$ cat config.mk
export PLATFORM = sky130hd
export DESIGN_NAME = alu_mult_seq_flat
export DESIGN_NICKNAME = d
export VERILOG_FILES = /design/src/rtl/alu_mult_seq_if.sv /design/src/rtl/alu_mult_seq.sv /design/src/flat_wrapper.sv
export SDC_FILE = /design/constraint.sdc
export NUM_CORES = 1
export LEC_CHECK = 0
export ABC_AREA = 1
export BUFFER_PORTS_ARGS = -buffer_cell sky130_fd_sc_hd__buf_2
export CORE_ASPECT_RATIO = 2
export CORE_MARGIN = 2
export CORE_UTILIZATION = 50
export CTS_BUF_LIST = sky130_fd_sc_hd__clkbuf_8
export DETAILED_ROUTE_END_ITERATION = 16
export PLACE_DENSITY = 0.75
export SLEW_MARGIN = 20
export SYNTH_ARGS = -nofsm -noshare
export SYNTH_HDL_FRONTEND = slang
export SYNTH_SLANG_ARGS = --single-unit
$ cat constraint.sdc
create_clock -name clk_i -period 2.1 [get_ports clk_i]
set_input_delay 0.525 -clock clk_i [delete_from_list [all_inputs] [get_ports clk_i]]
set_output_delay 0.525 -clock clk_i [all_outputs]
set_load 0.02 [all_outputs]
$ cat src/rtl/alu_mult_seq_if.sv
`default_nettype none
// ============================================================================
// Module   : alu_mult_seq_if
// Brief    : Start/busy/done handshake, operand and step-code bundle for the
//            shift-add multiply sequencer.
// Revision : 1.0 - initial release
// ============================================================================
interface alu_mult_seq_if #(
   parameter int WIDTH = 16
);
   logic                   start_i;
   logic [31:0]            src1_i;
   logic [31:0]            src2_i;
   logic                   busy_o;
   logic                   done_o;
   logic [2*WIDTH-1:0]     result_o;
   logic                   alu_en_o;
   logic [3:0]             ALU_operation_o;
   logic [1:0]             FURslt_o;

   // Requester side: main control issuing multiplies
   modport master (
      output start_i, src1_i, src2_i,
      input  busy_o, done_o, result_o, alu_en_o, ALU_operation_o, FURslt_o
   );

   // Sequencer side
   modport slave (
      input  start_i, src1_i, src2_i,
      output busy_o, done_o, result_o, alu_en_o, ALU_operation_o, FURslt_o
   );
endinterface
`default_nettype wire

$ cat src/rtl/alu_mult_seq.sv
`default_nettype none
// ============================================================================
// Module   : alu_mult_seq
// Brief    : Unsigned WIDTH x WIDTH shift-add multiplier that publishes the
//            add/srl step codes so the shared execute unit can follow along.
// Revision : 1.0 - initial release
// ============================================================================
module alu_mult_seq #(
   parameter int WIDTH = 16
) (
   input  wire logic       clk_i,
   input  wire logic       rst_i,
   alu_mult_seq_if.slave   bus
);

   localparam int CNT_W = $clog2(WIDTH);

   localparam logic [1:0] S_IDLE  = 2'd0;
   localparam logic [1:0] S_ADD   = 2'd1;
   localparam logic [1:0] S_SHIFT = 2'd2;
   localparam logic [1:0] S_DONE  = 2'd3;

   localparam logic [CNT_W-1:0] C_LAST = CNT_W'(WIDTH - 1);

   localparam logic [3:0] C_OP_NONE = 4'b0000;
   localparam logic [3:0] C_OP_ADD  = 4'b0010;
   localparam logic [3:0] C_OP_SRL  = 4'b0001;
   localparam logic [1:0] C_FU_ALU  = 2'b00;
   localparam logic [1:0] C_FU_SHF  = 2'b01;

   logic [1:0]         state_q,  state_d;
   logic [WIDTH-1:0]   a_q,      a_d;
   logic [WIDTH-1:0]   q_q,      q_d;
   logic [WIDTH-1:0]   m_q,      m_d;
   logic               c_q,      c_d;
   logic [CNT_W-1:0]   count_q,  count_d;
   logic [2*WIDTH-1:0] result_q, result_d;

   // Full-width sum so the carry out of the accumulator is never lost
   logic [WIDTH:0]     w_sum;
   assign w_sum = {1'b0, a_q} + {1'b0, m_q};

   // Sequencer datapath and state transitions
   always_comb begin
      state_d  = state_q;
      a_d      = a_q;
      q_d      = q_q;
      m_d      = m_q;
      c_d      = c_q;
      count_d  = count_q;
      result_d = result_q;
      case (state_q)
         S_IDLE: begin
            if (bus.start_i) begin
               m_d     = bus.src1_i[WIDTH-1:0];
               q_d     = bus.src2_i[WIDTH-1:0];
               a_d     = '0;
               c_d     = 1'b0;
               count_d = '0;
               state_d = S_ADD;
            end
         end
         S_ADD: begin
            if (q_q[0]) begin
               {c_d, a_d} = w_sum;
            end
            state_d = S_SHIFT;
         end
         S_SHIFT: begin
            // Logical right shift of the {C,A,Q} chain by one place
            c_d = 1'b0;
            a_d = {c_q, a_q[WIDTH-1:1]};
            q_d = {a_q[0], q_q[WIDTH-1:1]};
            if (count_q == C_LAST) begin
               result_d = {c_q, a_q, q_q[WIDTH-1:1]};
               state_d  = S_DONE;
            end else begin
               count_d = count_q + CNT_W'(1);
               state_d = S_ADD;
            end
         end
         S_DONE: begin
            state_d = S_IDLE;
         end
         default: begin
            state_d = S_IDLE;
         end
      endcase
   end

   // Step codes and handshake decoded from the current state
   always_comb begin
      bus.busy_o          = (state_q != S_IDLE);
      bus.done_o          = 1'b0;
      bus.alu_en_o        = 1'b0;
      bus.ALU_operation_o = C_OP_NONE;
      bus.FURslt_o        = C_FU_ALU;
      case (state_q)
         S_ADD: begin
            bus.alu_en_o        = q_q[0];
            bus.ALU_operation_o = C_OP_ADD;
            bus.FURslt_o        = C_FU_ALU;
         end
         S_SHIFT: begin
            bus.ALU_operation_o = C_OP_SRL;
            bus.FURslt_o        = C_FU_SHF;
         end
         S_DONE: begin
            bus.done_o = 1'b1;
         end
         default: begin
            bus.done_o = 1'b0;
         end
      endcase
      bus.result_o = result_q;
   end

   // State registers with synchronous reset
   always_ff @(posedge clk_i) begin
      if (rst_i) begin
         state_q  <= S_IDLE;
         a_q      <= '0;
         q_q      <= '0;
         m_q      <= '0;
         c_q      <= 1'b0;
         count_q  <= '0;
         result_q <= '0;
      end else begin
         state_q  <= state_d;
         a_q      <= a_d;
         q_q      <= q_d;
         m_q      <= m_d;
         c_q      <= c_d;
         count_q  <= count_d;
         result_q <= result_d;
      end
   end

endmodule
`default_nettype wire

$ cat src/flat_wrapper.sv
// flat-port wrapper written by rule: the top's interface ports become plain ports
module alu_mult_seq_flat 
#(
   parameter int WIDTH = 16
)
  (clk_i, rst_i, bus_start_i, bus_src1_i, bus_src2_i, bus_busy_o, bus_done_o, bus_result_o, bus_alu_en_o, bus_ALU_operation_o, bus_FURslt_o);
  alu_mult_seq_if #(.WIDTH(WIDTH)) bus_i ();
  input  wire logic clk_i;
  input  wire logic rst_i;
  input wire logic [$bits(bus_i.start_i)-1:0] bus_start_i;
  input wire logic [$bits(bus_i.src1_i)-1:0] bus_src1_i;
  input wire logic [$bits(bus_i.src2_i)-1:0] bus_src2_i;
  output wire logic [$bits(bus_i.busy_o)-1:0] bus_busy_o;
  output wire logic [$bits(bus_i.done_o)-1:0] bus_done_o;
  output wire logic [$bits(bus_i.result_o)-1:0] bus_result_o;
  output wire logic [$bits(bus_i.alu_en_o)-1:0] bus_alu_en_o;
  output wire logic [$bits(bus_i.ALU_operation_o)-1:0] bus_ALU_operation_o;
  output wire logic [$bits(bus_i.FURslt_o)-1:0] bus_FURslt_o;
  assign bus_i.start_i = bus_start_i;
  assign bus_i.src1_i = bus_src1_i;
  assign bus_i.src2_i = bus_src2_i;
  assign bus_busy_o = bus_i.busy_o;
  assign bus_done_o = bus_i.done_o;
  assign bus_result_o = bus_i.result_o;
  assign bus_alu_en_o = bus_i.alu_en_o;
  assign bus_ALU_operation_o = bus_i.ALU_operation_o;
  assign bus_FURslt_o = bus_i.FURslt_o;
  alu_mult_seq #(.WIDTH(WIDTH)) u_core (.clk_i(clk_i), .rst_i(rst_i), .bus(bus_i));
endmodule
# Yosys cells after proc, flatten, opt, wreduce, memory -nomap -nowiden
# Cells that the tools add are included.
classes:
  addsub: 2
  eq_ne: 7
  mux: 18
  reduce_logical: 9
op_table:
  columns: ["operator", "count"]
  rows:
  - ["2-to-1 mux 16 bit", 3]
  - ["case mux 16 bit (3 select lines)", 1]
  - ["case mux 16 bit (2 select lines)", 1]
  - ["adder 16 x 16 -> 17 bit", 1]
  - ["2-to-1 mux 4 bit", 2]
  - ["case mux 2 bit (4 select lines)", 1]
  - ["case mux 4 bit (2 select lines)", 1]
  - ["AND reduction 2 bit", 3]
  - ["AND reduction 3 bit", 2]
  - ["2-to-1 mux 1 bit", 5]
  - ["adder 4 x 1 -> 4 bit (second input constant)", 1]
  - ["equality test 2 bit (second input constant)", 2]
  - ["equality test 4 bit (second input constant)", 1]
  - ["2-to-1 mux 2 bit", 2]
  - ["inequality test 2 bit (second input constant)", 2]
  - ["case mux 2 bit (2 select lines)", 1]
  - ["nonzero test 2 bit", 2]
  - ["case mux 1 bit (3 select lines)", 1]
  - ["nonzero test 3 bit", 1]
  - ["equality test 2 x 1 -> 1 bit (second input constant)", 1]
  - ["zero test 2 bit", 1]
  - ["inequality test 2 x 1 -> 1 bit (second input constant)", 1]
totals:
  register_bits: 87
  in_bits: 67
  output_inout_bits: 41
  elab_cells: 43

# Logic depth before layout (Yosys ltp)
logic_depth:
  depth_word: 3
  mapped_depth: 13
  ltp_nobuf: 13

# Worst setup path after synthesis
# OpenSTA, ideal clock, no wires.
synth_timing:
  path_kind: "reg2reg"
  start: "register u_core.state_q[0]"
  end: "register u_core.count_q[2]"
  setup_ns: 0.129
  arrival_ns: 1.645
  t_required_ns: 1.971
  setup_slack_ns: 0.326
  path_stages_with_launch: 9
  path_buffers: 1
  synth_period_minus_slack_ns: 1.774
  cell_sequence: "dfxtp_1 > inv_1 > ha_1 > buf_4 > inv_4 > nor3_4 > inv_2 > a31o_2 > nor3b_1"
synth_via:
  elab_chain_cells: 3
  elab_cells_between_ends: 7
  cone_classes: "3 x eq/ne; 1 x mux; 3 x reduce/logical"
synth_lines:
  columns: ["item", "line", "text"]
  rows:
  - ["start, declared", "alu_mult_seq.sv:31", "logic [1:0] state_q, state_d;"]
  - ["start signal, assigned", "alu_mult_seq.sv:129", "state_q <= state_d;"]
  - ["equality test 2 bit / zero test 2 bit (equally long branches)", "alu_mult_seq.sv:52", "case (state_q)"]
  - ["inequality test 2 bit (no source line) / nonzero test 2 bit (equally long branches)", null, null]
  - ["AND reduction 3 bit (no source line)", null, null]
  - ["end signal, assigned", "alu_mult_seq.sv:134", "count_q <= count_d;"]
  - ["end, declared", "alu_mult_seq.sv:36", "logic [CNT_W-1:0] count_q, count_d;"]
# Parallel ways exist; a longest one is shown, timed or not.
# A chain may end at the register's enable or synchronous reset.

# Final worst setup path
layout_timing:
  start: "register u_core.state_q[0]"
  end: "output port bus_ALU_operation_o[0]"
layout_via:
  elab_chain_cells: 2
  elab_cells_between_ends: 3
  cone_classes: "2 x eq/ne; 1 x mux"
layout_lines:
  columns: ["item", "line", "text"]
  rows:
  - ["equality test 2 bit / equality test 2 x 1 -> 1 bit (equally long branches)", "alu_mult_seq.sv:98", "case (state_q)"]
  - ["case mux 2 bit (2 select lines) *", "alu_mult_seq.sv:98", null]
  - ["end, declared", "flat_wrapper.sv:17", "output wire logic [$bits(bus_i.ALU_operation_o)-1:0] bus_ALU_operation_o;"]
# Mark *: on every way between the ends. The rest lies on a longest branch, timed or not.

==> results_dict.tcl <==
set metrics [dict create \
    io_buffer_count 72 \
    setup_total_negative_slack_ns 0 \
    synth_flop_cell "sky130_fd_sc_hd__dfxtp_1" \
    min_path_cells 3 \
    floorplan.io_pins 108 \
    synthArstFlopShare_pct 0 \
    min-delay-path-class "in2reg" \
    post_route_cells_drive_above_1_share_pct 16.6 \
    synth_cells 649 \
    antenna_cells_inserted 0 \
    final.min_clock_period_ns 2.02 \
    timing.final.setup_violations 0 \
    synth_warnings 0 \
    cts.reportedPaths.clkPinSlew_ns 0.09 \
    grtUsageTotal_pct 24.0 \
    synth_seq_area_share_pct 39.5 \
    grt_first_pass_wirelength_mm 18.4 \
    synth_seq_cells 87 \
    drv_cap 0 \
    detailedPlace.worstSlack_ns 0.0803 \
    cts_num_sinks 87 \
    first_global_vias 4075 \
    clock_path_buffers 2 \
    clock_insertion_delay_worst_skew_ns 0.35 \
    routed_wl_mm 11.2 \
    cellPowerDensity_mw_per_mm2 825 \
    clockRootBuffer "sky130_fd_sc_hd__clkbuf_8" \
    detailed_place.area_mm2 0.00487 \
    unrepaired_setup_endpoints_after_global_routing "false" \
    gp_routability_congestion 0.981 \
    tritoncts "done" \
    period_share_pct 96.2 \
    drt_iter0_markers 232 \
    row_count 48 \
    cellLeakagePower_nw 2.63 \
    slew_margin_rel_pct 57.4 \
    floorplan.initialDensity_pct 51.4 \
    critical_path_arrival_ns 1.50 \
    peakVddDrop_mv 0.488 \
    overall_die_width_um 70.4 \
    dp_hpwl_mm 8.24 \
    final-hold-violation-count 0 \
    syn_area_mm2 0.00441 \
    number_of_antenna_violations_at_the_first_check_in_global_routing 0 \
    avgViaCountPerCell 5.27 \
    post-cts-setup-buffers 0 \
    crit_type "reg2out" \
    grt.overflow.total 0 \
    worst_setup_path_start_kind "register" \
    layout_setup_ws_ns 0.0798 \
    fin_worst_skew_ns 0.00984 \
    fin_nets 807 \
    critical_path_data_required_time_ns 1.57 \
    number_of_nets_with_antenna_violations_after_detailed_routing 0 \
    most-common-layout-cells "sky130_fd_sc_hd__nand2_1 (176), sky130_fd_sc_hd__nor2_1 (106), sky130_fd_sc_hd__dfxtp_1 (86), sky130_fd_sc_hd__o21ai_0 (74), sky130_fd_sc_hd__buf_2 (72)" \
    cts.htree.levels 3 \
    dieArea_mm2 0.00964 \
    worst_r2r_path_depth 13 \
    wl_per_cell_um 13.7 \
    final_area_mm2 0.00506 \
    critPathCaptureType "primary output" \
    syn_to_final_growth_pct 14.6 \
    worstMarginPinSlew_ns 0.639 \
    drc_errors 0 \
    max_fo_critical_path 18 \
    synth.distinct_cells 33 \
    final_core_utilization_pct 58.9 \
    maximum_number_of_pins_on_one_net_before_global_route_repair 34 \
    maxSlewViolCount 0 \
    synth_edf_count 0 \
    std_cell_core_area_mm2 0.00859 \
    die_height_um 137 \
    postSynthAreaPerCell_um2 6.80 \
    cts-buffers-inserted 9 \
    fmax_ghz 0.495 \
    commonest_non_fill_non_tap_cell_in_the_layout "sky130_fd_sc_hd__nand2_1" \
    run_status "finished, final reports clean" \
    drt_first_pass_iters 4 \
    routed_via_count 4332 \
]
==> registers in the layout (all words and copies together), names as in the netlist <==
name,count
u_core.a_q,16
u_core.bus.result_o,32
u_core.c_q,1
u_core.count_q,4
u_core.m_q,16
u_core.q_q,16
u_core.state_q,2
==> layer usage <==
| metal | part of all wire [%] | GRT usage (%) |
|---|---|---|
| met4 | 4.0 | 11.3 |
| met2 | 54 | 45.7 |
| met5 | 0 | 0 |
| met1 | 39 | 25.1 |
| met3 | 3.9 | 3.76 |
==> worst max-delay path, stage by stage (launching register included) <==
cell                      delay, ns
sky130_fd_sc_hd__dfxtp_1       0.34
sky130_fd_sc_hd__inv_1         0.12
sky130_fd_sc_hd__ha_2          0.28
sky130_fd_sc_hd__buf_6         0.21
sky130_fd_sc_hd__buf_2         0.19
==> synth_stat cells, types with 4 or more instances <==
master                     count  area, µm²
sky130_fd_sc_hd__o21ai_0      75        375
sky130_fd_sc_hd__a31oi_1      16        100
sky130_fd_sc_hd__nand2_1     176        661
sky130_fd_sc_hd__a21oi_1      34        170
sky130_fd_sc_hd__ha_1         21        263
sky130_fd_sc_hd__nor2_1      106        398
sky130_fd_sc_hd__nand3_1      22        110
sky130_fd_sc_hd__inv_1        50        188
sky130_fd_sc_hd__dfxtp_1      87       1740
sky130_fd_sc_hd__buf_2         6       30.0
sky130_fd_sc_hd__inv_2         4       15.0
sky130_fd_sc_hd__clkbuf_1     16       60.1
sky130_fd_sc_hd__buf_4         5       37.5
==> where the power goes <==
part | internal (mW) | total [mW] | switching, mW | leakage, nW
clock | 0.445 | 1.02 | 0.574 | 0.0868
sequential | 1.83 | 1.96 | 0.134 | 0.709
combinational | 0.398 | 1.19 | 0.788 | 1.83
==> stage by stage <==
stage	hold slack (ns)	cells	power (mW)
finish	0.418	822	4.17
global route	0.421	822	4.41
CTS	0.413	822	4.18
detailed placement	0.479	807	3.17
global placement	0.469	807	3.14
floorplan	0.458	651	2.84
==> timing repair <==
action | CTS | global route
hold buffers | 0 | 0
resized for setup | 1 | 7
setup endpoints to repair | 2 | 8
==> path summary, 6_finish.rpt <==
check / slack, ns / start / end
max: 0.08 / u_core.state_q[0] / bus_ALU_operation_o[0]
max reg2reg: 0.18 / u_core.a_q[0] / u_core.a_q[12]
min reg2reg: 0.49 / u_core.q_q[6] / u_core.q_q[5]
min: 0.42 / bus_src1_i[12] / u_core.m_q[12]
==> cells by family (layout without fill, tap and decap cells) <==
logic type | Yosys count | in the layout | synth area share (%)
simple gates | 320 | 320 | 29.8
xor+xnor | 3 | 3 | 0.596
compound gates | 128 | 128 | 15.2
buf+inv | 88 | 159 | 8.45
fa+ha+maj | 22 | 22 | 6.41
flops | 87 | 87 | 39.5
other cells | 1 | 3 | 0.0850
==> layout make-up <==
| class | instances | area (µm²) |
|---|---|---|
| Multi-Input combinational cell | 476 | 2320 |
| Tap cell | 100 | 125 |
| Clock inverter | 5 | 27.5 |
| Inverter | 56 | 215 |
| Sequential cell | 87 | 1740 |
| Timing Repair Buffer | 88 | 488 |
| Fill cell | 856 | 3530 |
| Clock buffer | 10 | 138 |
No activity file was read; power rests on OpenSTA's default activity.
